--- src/rtl/shift_rotate_unit.sv ---
// shift_rotate_unit
//   Registered shift/rotate unit driven by asynchronous push buttons.
//   A WIDTH-bit working register is loaded from `data` and, on each
//   synchronised rising edge of BTNR/BTNL, shifted or rotated by one
//   position (two when BTNC is held), one bit per step tick.
//
// Ports
//   clk    : sole clock
//   reset  : synchronous, active-high reset
//   data   : parallel load value
//   load   : load `data` into the working register (aborts any shift)
//   BTNR   : right-shift request (asynchronous)
//   BTNL   : left-shift request (asynchronous)
//   BTNC   : double-step modifier, sampled at request acceptance
//   mode   : 00 rotate, 01 logical, 10 arithmetic, 11 rotate
//   shout  : working register
//   busy   : high while a shift is in progress
//   done   : one-cycle pulse after the final step
//
// Optional feature: define AUTO_REPEAT_EN to enable hold-to-repeat on
// BTNR/BTNL (first repeat after REPEAT_DELAY hold cycles, then every
// REPEAT_RATE cycles).
module shift_rotate_unit #(
  parameter int WIDTH        = 16,
  parameter int SYNC_STAGES  = 2,
  parameter int STEP_DIV     = 1,
  parameter int REPEAT_DELAY = 8,
  parameter int REPEAT_RATE  = 4
) (
  input  logic             clk,
  input  logic             reset,
  input  logic [WIDTH-1:0] data,
  input  logic             load,
  input  logic             BTNR,
  input  logic             BTNL,
  input  logic             BTNC,
  input  logic [1:0]       mode,
  output logic [WIDTH-1:0] shout,
  output logic             busy,
  output logic             done
);

  localparam int PW = (STEP_DIV > 1) ? $clog2(STEP_DIV) : 1;

  typedef enum logic {IDLE, SHIFT} state_t;

  // Button index: 0 = right, 1 = left, 2 = centre (modifier)
  logic [2:0]                  btn_raw;
  logic [2:0][SYNC_STAGES-1:0] sync_q, sync_d;
  logic [2:0]                  synced;
  logic [1:0]                  prev_q, prev_d;
  logic [1:0]                  rise;
  logic [1:0]                  rep;
  logic [1:0]                  req;

  state_t           state_q, state_d;
  logic [WIDTH-1:0] shout_q, shout_d;
  logic [WIDTH-1:0] stepped;
  logic [1:0]       steps_q, steps_d;
  logic [PW-1:0]    prescale_q, prescale_d;
  logic             dir_left_q, dir_left_d;
  logic [1:0]       mode_q, mode_d;
  logic             done_q, done_d;
  logic             accept;
  logic             step_tick;

  assign btn_raw = {BTNC, BTNL, BTNR};

  always_comb begin
    for (int i = 0; i < 3; i++) begin
      sync_d[i] = {sync_q[i][SYNC_STAGES-2:0], btn_raw[i]};
      synced[i] = sync_q[i][SYNC_STAGES-1];
    end
    prev_d = synced[1:0];
    rise   = synced[1:0] & ~prev_q;
  end

  always_ff @(posedge clk) begin
    if (reset) begin
      sync_q <= '0;
      prev_q <= '0;
    end else begin
      sync_q <= sync_d;
      prev_q <= prev_d;
    end
  end

`ifdef AUTO_REPEAT_EN
  localparam int HW = $clog2(REPEAT_DELAY + 1);

  logic [1:0][HW-1:0] hold_q, hold_d;
  logic               both_held;

  // The counter register never holds REPEAT_DELAY itself: the repeat fires
  // on the increment that would reach it, and the counter reloads instead.
  always_comb begin
    both_held = synced[0] & synced[1];
    for (int i = 0; i < 2; i++) begin
      hold_d[i] = hold_q[i];
      rep[i]    = 1'b0;
      if (!synced[i] || rise[i]) begin
        hold_d[i] = '0;
      end else if (hold_q[i] == HW'(REPEAT_DELAY - 1)) begin
        hold_d[i] = HW'(REPEAT_DELAY - REPEAT_RATE);
        rep[i]    = ~both_held;
      end else begin
        hold_d[i] = hold_q[i] + HW'(1);
      end
    end
  end

  always_ff @(posedge clk) begin
    if (reset) hold_q <= '0;
    else       hold_q <= hold_d;
  end
`else
  assign rep = 2'b00;
`endif

  assign req       = rise | rep;
  // Simultaneous left and right requests cancel each other.
  assign accept    = (state_q == IDLE) && (req[0] ^ req[1]);
  assign step_tick = (state_q == SHIFT) && (prescale_q == PW'(STEP_DIV - 1));

  // Next-state logic
  always_comb begin
    state_d = state_q;
    if (load) begin
      state_d = IDLE;
    end else begin
      case (state_q)
        IDLE:    if (accept) state_d = SHIFT;
        SHIFT:   if (step_tick && steps_q == 2'd1) state_d = IDLE;
        default: state_d = IDLE;
      endcase
    end
  end

  // One single-bit step of the working register in the captured mode.
  always_comb begin
    case (mode_q)
      2'b01:   stepped = dir_left_q ? {shout_q[WIDTH-2:0], 1'b0}
                                    : {1'b0, shout_q[WIDTH-1:1]};
      2'b10:   stepped = dir_left_q ? {shout_q[WIDTH-2:0], 1'b0}
                                    : {shout_q[WIDTH-1], shout_q[WIDTH-1:1]};
      default: stepped = dir_left_q ? {shout_q[WIDTH-2:0], shout_q[WIDTH-1]}
                                    : {shout_q[0], shout_q[WIDTH-1:1]};
    endcase
  end

  // Datapath and request capture
  always_comb begin
    shout_d    = shout_q;
    steps_d    = steps_q;
    prescale_d = prescale_q;
    dir_left_d = dir_left_q;
    mode_d     = mode_q;
    done_d     = 1'b0;
    if (load) begin
      shout_d    = data;
      steps_d    = '0;
      prescale_d = '0;
    end else if (accept) begin
      dir_left_d = req[1];
      steps_d    = synced[2] ? 2'd2 : 2'd1;
      mode_d     = mode;
      prescale_d = '0;
    end else if (state_q == SHIFT) begin
      if (step_tick) begin
        shout_d    = stepped;
        prescale_d = '0;
        steps_d    = steps_q - 2'd1;
        done_d     = (steps_q == 2'd1);
      end else begin
        prescale_d = prescale_q + PW'(1);
      end
    end
  end

  always_ff @(posedge clk) begin
    if (reset) begin
      state_q    <= IDLE;
      shout_q    <= '0;
      steps_q    <= '0;
      prescale_q <= '0;
      dir_left_q <= 1'b0;
      mode_q     <= 2'b00;
      done_q     <= 1'b0;
    end else begin
      state_q    <= state_d;
      shout_q    <= shout_d;
      steps_q    <= steps_d;
      prescale_q <= prescale_d;
      dir_left_q <= dir_left_d;
      mode_q     <= mode_d;
      done_q     <= done_d;
    end
  end

  // Outputs
  always_comb begin
    shout = shout_q;
    busy  = (state_q == SHIFT);
    done  = done_q;
  end

endmodule

--- config.mk ---
export PLATFORM = sky130hd
export DESIGN_NAME = shift_rotate_unit
export DESIGN_NICKNAME = d
export VERILOG_FILES = /design/src/rtl/shift_rotate_unit.sv
export SDC_FILE = /design/constraint.sdc
export NUM_CORES = 1
export LEC_CHECK = 0
export ABC_AREA = 1
export CORE_UTILIZATION = 30
export CTS_BUF_LIST = sky130_fd_sc_hd__clkbuf_2 sky130_fd_sc_hd__clkbuf_4 sky130_fd_sc_hd__clkbuf_8
export DETAILED_ROUTE_END_ITERATION = 8
export PLACE_DENSITY = 0.54
export SYNTH_ARGS = -nofsm -noshare
export SYNTH_HDL_FRONTEND = slang
export SYNTH_SLANG_ARGS = --single-unit
--- constraint.sdc ---
create_clock -name clk -period 2.15 [get_ports clk]
set_clock_uncertainty 0.15 [all_clocks]
set_input_delay 0.215 -clock clk [delete_from_list [all_inputs] [get_ports clk]]
set_output_delay 0.215 -clock clk [all_outputs]
set_load 0.02 [all_outputs]
== Word-level counts from Yosys, hierarchy flattened ==
Cells that the tools add are included.

* Logic and storage cells: 56
* Register bits after elaboration: 32

* Add/sub/neg operators: 2
* Muxes and demuxes: 16
* Bitwise gates (word level): 7
* Reduce and logical (&&, ||, !) cells: 14
* Eq/ne operators: 5

{| class="wikitable"
|+ Operator list
! kind !! count
|-
| 2-to-1 mux 16 bit || 7
|-
| case mux 16 bit (2 select lines) || 1
|-
| 2-to-1 mux 2 bit || 4
|-
| nonzero test 2 bit || 4
|-
| OR reduction 5 bit || 1
|-
| == test 2 x 1 -> 1 bit (second input constant) || 2
|-
| NOT 1 bit || 4
|-
| AND reduction 2 bit || 2
|-
| AND reduction 4 bit || 1
|-
| logical AND 1 bit || 3
|-
| 2-to-1 mux 1 bit || 3
|-
| inequality test 3 bit (second input constant) || 1
|-
| AND reduction 3 bit || 1
|-
| OR reduction 3 bit || 1
|-
| AND 2 bit || 1
|-
| == test 2 bit (second input constant) || 1
|-
| inequality test 2 bit (second input constant) || 1
|-
| NOT 2 bit || 1
|-
| case mux 1 bit (2 select lines) || 1
|-
| OR reduction 2 bit || 1
|-
| subtractor 2 x 1 -> 2 bit (second input constant) || 1
|-
| adder 1 bit (second input constant) || 1
|-
| XOR 1 bit || 1
|}

== Longest topological paths before layout ==
Gate-level depths: netlist of run 1.

* Depth after elaboration: 6
* Depth in mapped cells: 8
* Mapped depth without buffers: 8

== Worst setup path after synthesis of run 1 ==
Ideal clock, no wire load.

* Path type: reg-to-reg
* Start: register state_q, in the netlist busy
* End: register shout_q[15], in the netlist shout[15]
* Setup time: 122 ps
* Path buffers: 1
* Data arrival time: 1000 ps
* Cell stages (with the launch flop): 7
* Setup slack: 878 ps
* Data required time: 1878 ps
* Cells stage by stage: dfxtp_1 -> nand2_1 -> nand2_2 -> buf_6 -> nand2_1 -> a21oi_1 -> a21oi_1

* Longest elaborated chain between the ends: 4

{| class="wikitable"
|+ RTL lines
! what !! RTL line !! source
|-
| from (decl) || 56 || <nowiki>state_t state_q, state_d;</nowiki>
|-
| from (signal assigned) || 190 || <nowiki>state_q <= state_d;</nowiki>
|-
| NOT 1 bit || - ||
|-
| logical AND 1 bit || 122 || <nowiki>assign accept = (state_q == IDLE) && (req[0] ^ req[1]);</nowiki>
|-
| inequality test 2 bit (no source line) || - ||
|-
| AND reduction 4 bit (no source line) (*) || - ||
|-
| to (signal assigned) || 191 || <nowiki>shout_q <= shout_d;</nowiki>
|-
| to (decl) || 57 || <nowiki>logic [WIDTH-1:0] shout_q, shout_d;</nowiki>
|}

Every way passes the cells marked *; elsewhere a longest branch is shown, timed or not.
A chain may end at the register's enable or synchronous reset.

== Worst setup path in the final report of run 1 ==
* Start: register shout_q[1], in the netlist shout[1]
* End: output shout[1]

{| class="wikitable"
|+ RTL lines
! what !! RTL line !! source
|-
| to (decl) || 38 || <nowiki>output logic [WIDTH-1:0] shout,</nowiki>
|}

No word-level cell between the ends.

==> results.yml, run 1 <==
final_layout:
  drive_above_1_share: 0.110
  stdcell_count: 321
  num_antenna_cells: 0
  final_nets: 280
  final_area_mm2: 0.00212
  area_delta_synth_final_pct: 35.4
  fin_util: 0.435
logic_synthesis:
  syn_area_mm2: 0.00157
  yosys_register_bits: 32
  postSynthAreaPerCell_um2: 7.43
  synth-edff-count: 0
  synth_nets: 238
  syn_inst: 211
  synth_warnings: 0
  ys.flop_type: "dfxtp_1"
  synth.distinct_cells: 25
  synthArstFlopShare: 0
  seq_area_frac_synth: 0.409
critical_path:
  cp-end-kind: "primary output"
  cp_max_fo: 4
  worst_setup_path_start_kind: "flop"
  cp_slowest_stage_delay_ps: 630
  arrival_ps: 1330
  crit_chain: "clkdlybuf4s50_1"
  critical_path_required_ps: 1780
  crit_type: "reg2out"
  critical_path.top_delay_family: "buffers and inverters"
  crit_buf_inv: 1
  cpMaxStageDelayCell: "clkdlybuf4s50_1"
floorplan:
  die_area_mm2: 0.00552
  dieWidth_um: 74.3
  rows: 25
  core_area_mm2: 0.00488
  start_util: 0.321
  fp.dieH_um: 74.3
  pin_count: 42
pwr:
  p_int_mw: 1.12
  leakage_nw: 0.881
  power_density_mw_per_mm2: 720
  swShare: 0.270
  clkPwrFrac: 0.382
  peakVddDrop_mv: 0.353
  pwr-share-seq: 0.432
  p_sw_uw: 413
  comb_power_share: 0.186
drt:
  drt_first_pass_iters: 4
  wirelength_um: 3620
  post_drt_via_cell_ratio: 4.49
  ant_nets: 0
  drt_iter0_markers: 62
  remaining_drc_errors: 0
  vias: 1440
  routedWlPerCell_um: 11.3
global_routing:
  grt_pass1_wl_um: 6290
  grt_pass1_vias: 1426
  grt_max_degree: 31
  antenna_found_initial: 0
  grt_usage: 0.150
  gr-total-overflow: 0
timing:
  period_share: 0.790
  setup_viol: 0
  period_needed_ps: 1700
  fmax_mhz: 589
  worst_slew_pin_slew_ps: 482
  hold_violations: 0
  relSlewSlack: 0.678
  drv_slew: 0
  rsz0062_at_grt: "no"
  fin_tns_setup_ps: 0
placement:
  dpl_cell_area_mm2: 0.00201
  io_buffers: 41
  dpl.hpwl_um: 2500
  globalplace.congestion: 0.801
  placed_cells: 313
min_path:
  min_path_type: "reg2reg"
clock_network:
  cts_tree: "yes"
  cts_sinks: 32
  htree_num_levels: 2
  post_cts_buffers: 0
  holdBufCountCts: 0
  cts_buffers: 5
  clk_pin_slew_worst_paths_ps: 70
  cts_buffer_depth: 2
  ctsRootBufferMaster: "clkbuf_8"
  cts_resized: 0
  clk_latency_ps: 290
outcome:
  outcome: "completed"
run:
  drv_cap: 0
-- power groups by stage --
stage | Clock [mW] | Sequential, mW | Combinational [mW]
floorplan | 0 | 0.696 | 0.146
global placement | 0 | 0.675 | 0.284
detailed placement | 0 | 0.675 | 0.285
CTS | 0.598 | 0.661 | 0.286
global route | 0.622 | 0.667 | 0.321
finish | 0.584 | 0.661 | 0.284
-- through the flow --
stage	total power [mW]	hold slack [ps]	setup slack [ps]
6_report	1.53	252	452
5_1_grt	1.61	269	405
4_1_cts	1.55	254	441
3_5_place_dp	0.960	244	343
3_3_place_gp	0.959	238	371
2_1_floorplan	0.842	172	878
-- flip-flops by register name (all words and copies together) (netlist names) --
register and flops:
steps_q 2, prev_d 2, prev_q 2, prescale_q 1, done 1, mode_q 2
dir_left_q 1, sync_q 1, shout 16, sync_d 3, busy 1
-- routing by layer --
layer,share of wire,GRT usage,vias up
met1,0.51,0.200,627
li1,-,-,777
met5,0,0,-
met3,0.036,0.0393,7
met2,0.44,0.227,29
met4,0.021,0.0692,0
-- final timing paths --
path / end / cells after the start / slack, ps / startpoint
max: shout[1] / 1 / 450 / shout[1]
min: prev_d[1] / 2 / 250 / sync_d[3]
max reg2reg: shout[15] / 5 / 660 / busy
min reg2reg: prev_d[1] / 2 / 250 / sync_d[3]
-- cell type report --
| cell class | instances | area (um^2) |
|---|---|---|
| timing repair buffer | 47 | 455 |
| sequential | 32 | 641 |
| tap | 67 | 83.8 |
| clock buffer | 5 | 68.8 |
| fill | 527 | 2760 |
| inverter | 27 | 104 |
| clock inverter | 3 | 42.5 |
| multi-input combinational | 140 | 728 |
-- cell usage in the layout, fill, tap and decap left out --
master           count
o21ai_0             16
nand2_2              1
clkinvlp_4           1
bufinv_16            1
nand2_1             41
clkbuf_8             5
o21ai_1              1
xor2_1               1
dfxtp_1             32
inv_4                1
or2_2               10
nand4_1              4
ha_1                 3
a21oi_1              3
nor3_1               1
nand3_2              1
nand3_1              4
nor2_1              24
inv_1               25
clkdlybuf4s50_1     41
clkinv_2             1
inv_2                1
buf_4                6
a31oi_1             14
o2111ai_1            1
o211ai_1            15
-- worst min-delay path, stage by stage, from the launching register on --
cell and delay [ps]:
dfxtp_1 300, inv_1 40, nor2_1 30
-- logic make-up after synthesis --
family	Yosys count	share of synthesized area
simple gates	86	0.238
compound gates	50	0.197
buf+inv	39	0.127
flops	32	0.409
fa+ha+maj	3	0.0239
xor+xnor	1	0.00559
-- cells in the mapped netlist, types with 3 or more instances --
library cell | number | area share
nand4_1 | 4 | 0.016
inv_1 | 25 | 0.060
buf_4 | 3 | 0.014
buf_6 | 3 | 0.022
dfxtp_1 | 32 | 0.41
or2_2 | 10 | 0.040
nand2_1 | 41 | 0.098
o211ai_1 | 15 | 0.072
nand3_1 | 4 | 0.013
buf_2 | 4 | 0.013
o21ai_0 | 16 | 0.051
ha_1 | 3 | 0.024
a31oi_1 | 14 | 0.056
nor2_1 | 24 | 0.057
a21oi_1 | 3 | 0.0096
Power figures use the tool's default switching activity.
==> inputs of run 2 (changes only) <==
clock period = 1.66 ns   (was 2.15 ns; I/O delays follow)
==> results.yml, run 2 (synthesized netlist as in run 1, its figures left out) <==
clock_network:
  holdBufCountCts: 0
  cts_buffer_depth: 2
  cts_tree: "yes"
  ctsRootBufferMaster: "clkbuf_8"
  htree_num_levels: 2
  cts_sinks: 32
  clk_latency_ps: 280
  cts_buffers: 5
  clk_pin_slew_worst_paths_ps: 70
  post_cts_buffers: 0
placement:
  globalplace.congestion: 0.794
  io_buffers: 41
  dpl.hpwl_um: 2620
  dpl_cell_area_mm2: 0.00205
critical_path:
  critical_path.top_delay_family: "buffers and inverters"
  worst_setup_path_start_kind: "flop"
  critical_path_required_ps: 1340
  crit_chain: "clkdlybuf4s50_1"
  arrival_ps: 1300
  cp_max_fo: 4
  cpMaxStageDelayCell: "clkdlybuf4s50_1"
  crit_type: "reg2out"
  cp-end-kind: "primary output"
  cp_slowest_stage_delay_ps: 630
  crit_buf_inv: 1
drt:
  ant_nets: 0
  post_drt_via_cell_ratio: 4.53
  drt_iter0_markers: 72
  drt_first_pass_iters: 4
  vias: 1464
  remaining_drc_errors: 0
  routedWlPerCell_um: 11.4
  wirelength_um: 3690
timing:
  period_share: 0.971
  hold_violations: 0
  drv_slew: 0
  period_needed_ps: 1610
  fin_tns_setup_ps: 0
  setup_viol: 0
  holdWs_ps: 246
  relSlewSlack: 0.682
  rsz0062_at_grt: "no"
  fmax_mhz: 621
  worst_slew_pin_slew_ps: 476
floorplan:
  rows: 25
  die_area_mm2: 0.00552
  start_util: 0.321
  pin_count: 42
  dieWidth_um: 74.3
  core_area_mm2: 0.00488
  fp.dieH_um: 74.3
pwr:
  peakVddDrop_mv: 0.351
  comb_power_share: 0.203
  swShare: 0.267
  pwr-share-seq: 0.454
  p_int_mw: 1.38
  power_density_mw_per_mm2: 874
  clkPwrFrac: 0.343
  leakage_nw: 0.929
  p_sw_uw: 502
global_routing:
  grt_pass1_wl_um: 6430
  antenna_found_initial: 0
  grt_max_degree: 27
  grt_pass1_vias: 1380
  grt_usage: 0.155
  gr-total-overflow: 0
final_layout:
  largest_reg_flops: 16
  final_common_cell: "nand2_1"
  final_nets: 282
  num_antenna_cells: 0
  multi_input_area_um2: 728
  fillerInstances: 534
  final_area_mm2: 0.00215
  regArea_um2: 641
  final_cell_mix: "41 x nand2_1, 39 x clkdlybuf4s50_1, 32 x dfxtp_1"
  drive_above_1_share: 0.117
  area_delta_synth_final_pct: 37.4
min_path:
  min_path_type: "in2reg"
outcome:
  outcome: "completed"
run:
  drv_cap: 0
==> run 2: cell types whose count changed in the layout (fill, tap and decap cells not counted) <==
cell | previous run | this run
clkdlybuf4s50_1 | 41 | 39
clkbuf_8 | 5 | 6
clkbuf_4 | 0 | 2
buf_12 | 0 | 2
clkinv_2 | 1 | 0
clkinvlp_4 | 1 | 0
dlymetal6s2s_1 | 0 | 2
bufinv_16 | 1 | 0
==> run 2: area by class of cell <==
| type | count | area share |
|---|---|---|
| Inverter | 27 | 0.0482 |
| Multi-Input combinational cell | 140 | 0.338 |
| Tap cell | 67 | 0.0389 |
| Sequential cell | 32 | 0.297 |
| Timing Repair Buffer | 49 | 0.232 |
| Clock buffer | 8 | 0.0453 |
==> run 2: power groups by stage <==
stage / Combinational [mW] / Sequential (mW) / Clock [mW]
final: 0.382 / 0.856 / 0.646
after global routing: 0.424 / 0.863 / 0.704
after CTS: 0.386 / 0.857 / 0.667
after detailed placement: 0.384 / 0.873 / 0
after global placement: 0.383 / 0.873 / 0
after floorplan: 0.189 / 0.902 / 0
==> run 2: per-layer routing <==
metal / up-vias / track usage / wire length [um]
met5: - / 0 / 0
met2: 36 / 0.220 / 1570
li1: 785 / - / -
met4: 0 / 0.0755 / 74
met3: 6 / 0.0420 / 166
met1: 637 / 0.217 / 1880
==> run 2: through the flow <==
| step | power [mW] | utilization | worst slack [ps] | instances |
|---|---|---|---|---|
| floorplan | 1.09 | - | 388 | 211 |
| global placement | 1.26 | 0.421 | 97.8 | 315 |
| global route | 1.99 | 0.442 | 0.229 | 323 |
| CTS | 1.91 | 0.441 | 4.78 | 323 |
| finish | 1.88 | 0.442 | 48.8 | 323 |
| detailed placement | 1.26 | 0.421 | 105 | 315 |
==> run 2: path summary, 6_finish.rpt <==
| path | from | end | slack [ps] | cells past startpoint |
|---|---|---|---|---|
| hold reg to reg | sync_d[5] | sync_q[5] | 250 | 2 |
| hold / removal | BTNL | sync_d[3] | 250 | 3 |
| setup reg to reg | mode_q[0] | shout[15] | 290 | 6 |
| setup / recovery | shout[1] | shout[1] | 50 | 1 |
==> run 2: timing repair <==
action                                 in CTS  in global routing
endpoints found under the hold margin       0                  0
setup endpoints to repair                   0                  2
resized for setup                           0                  2
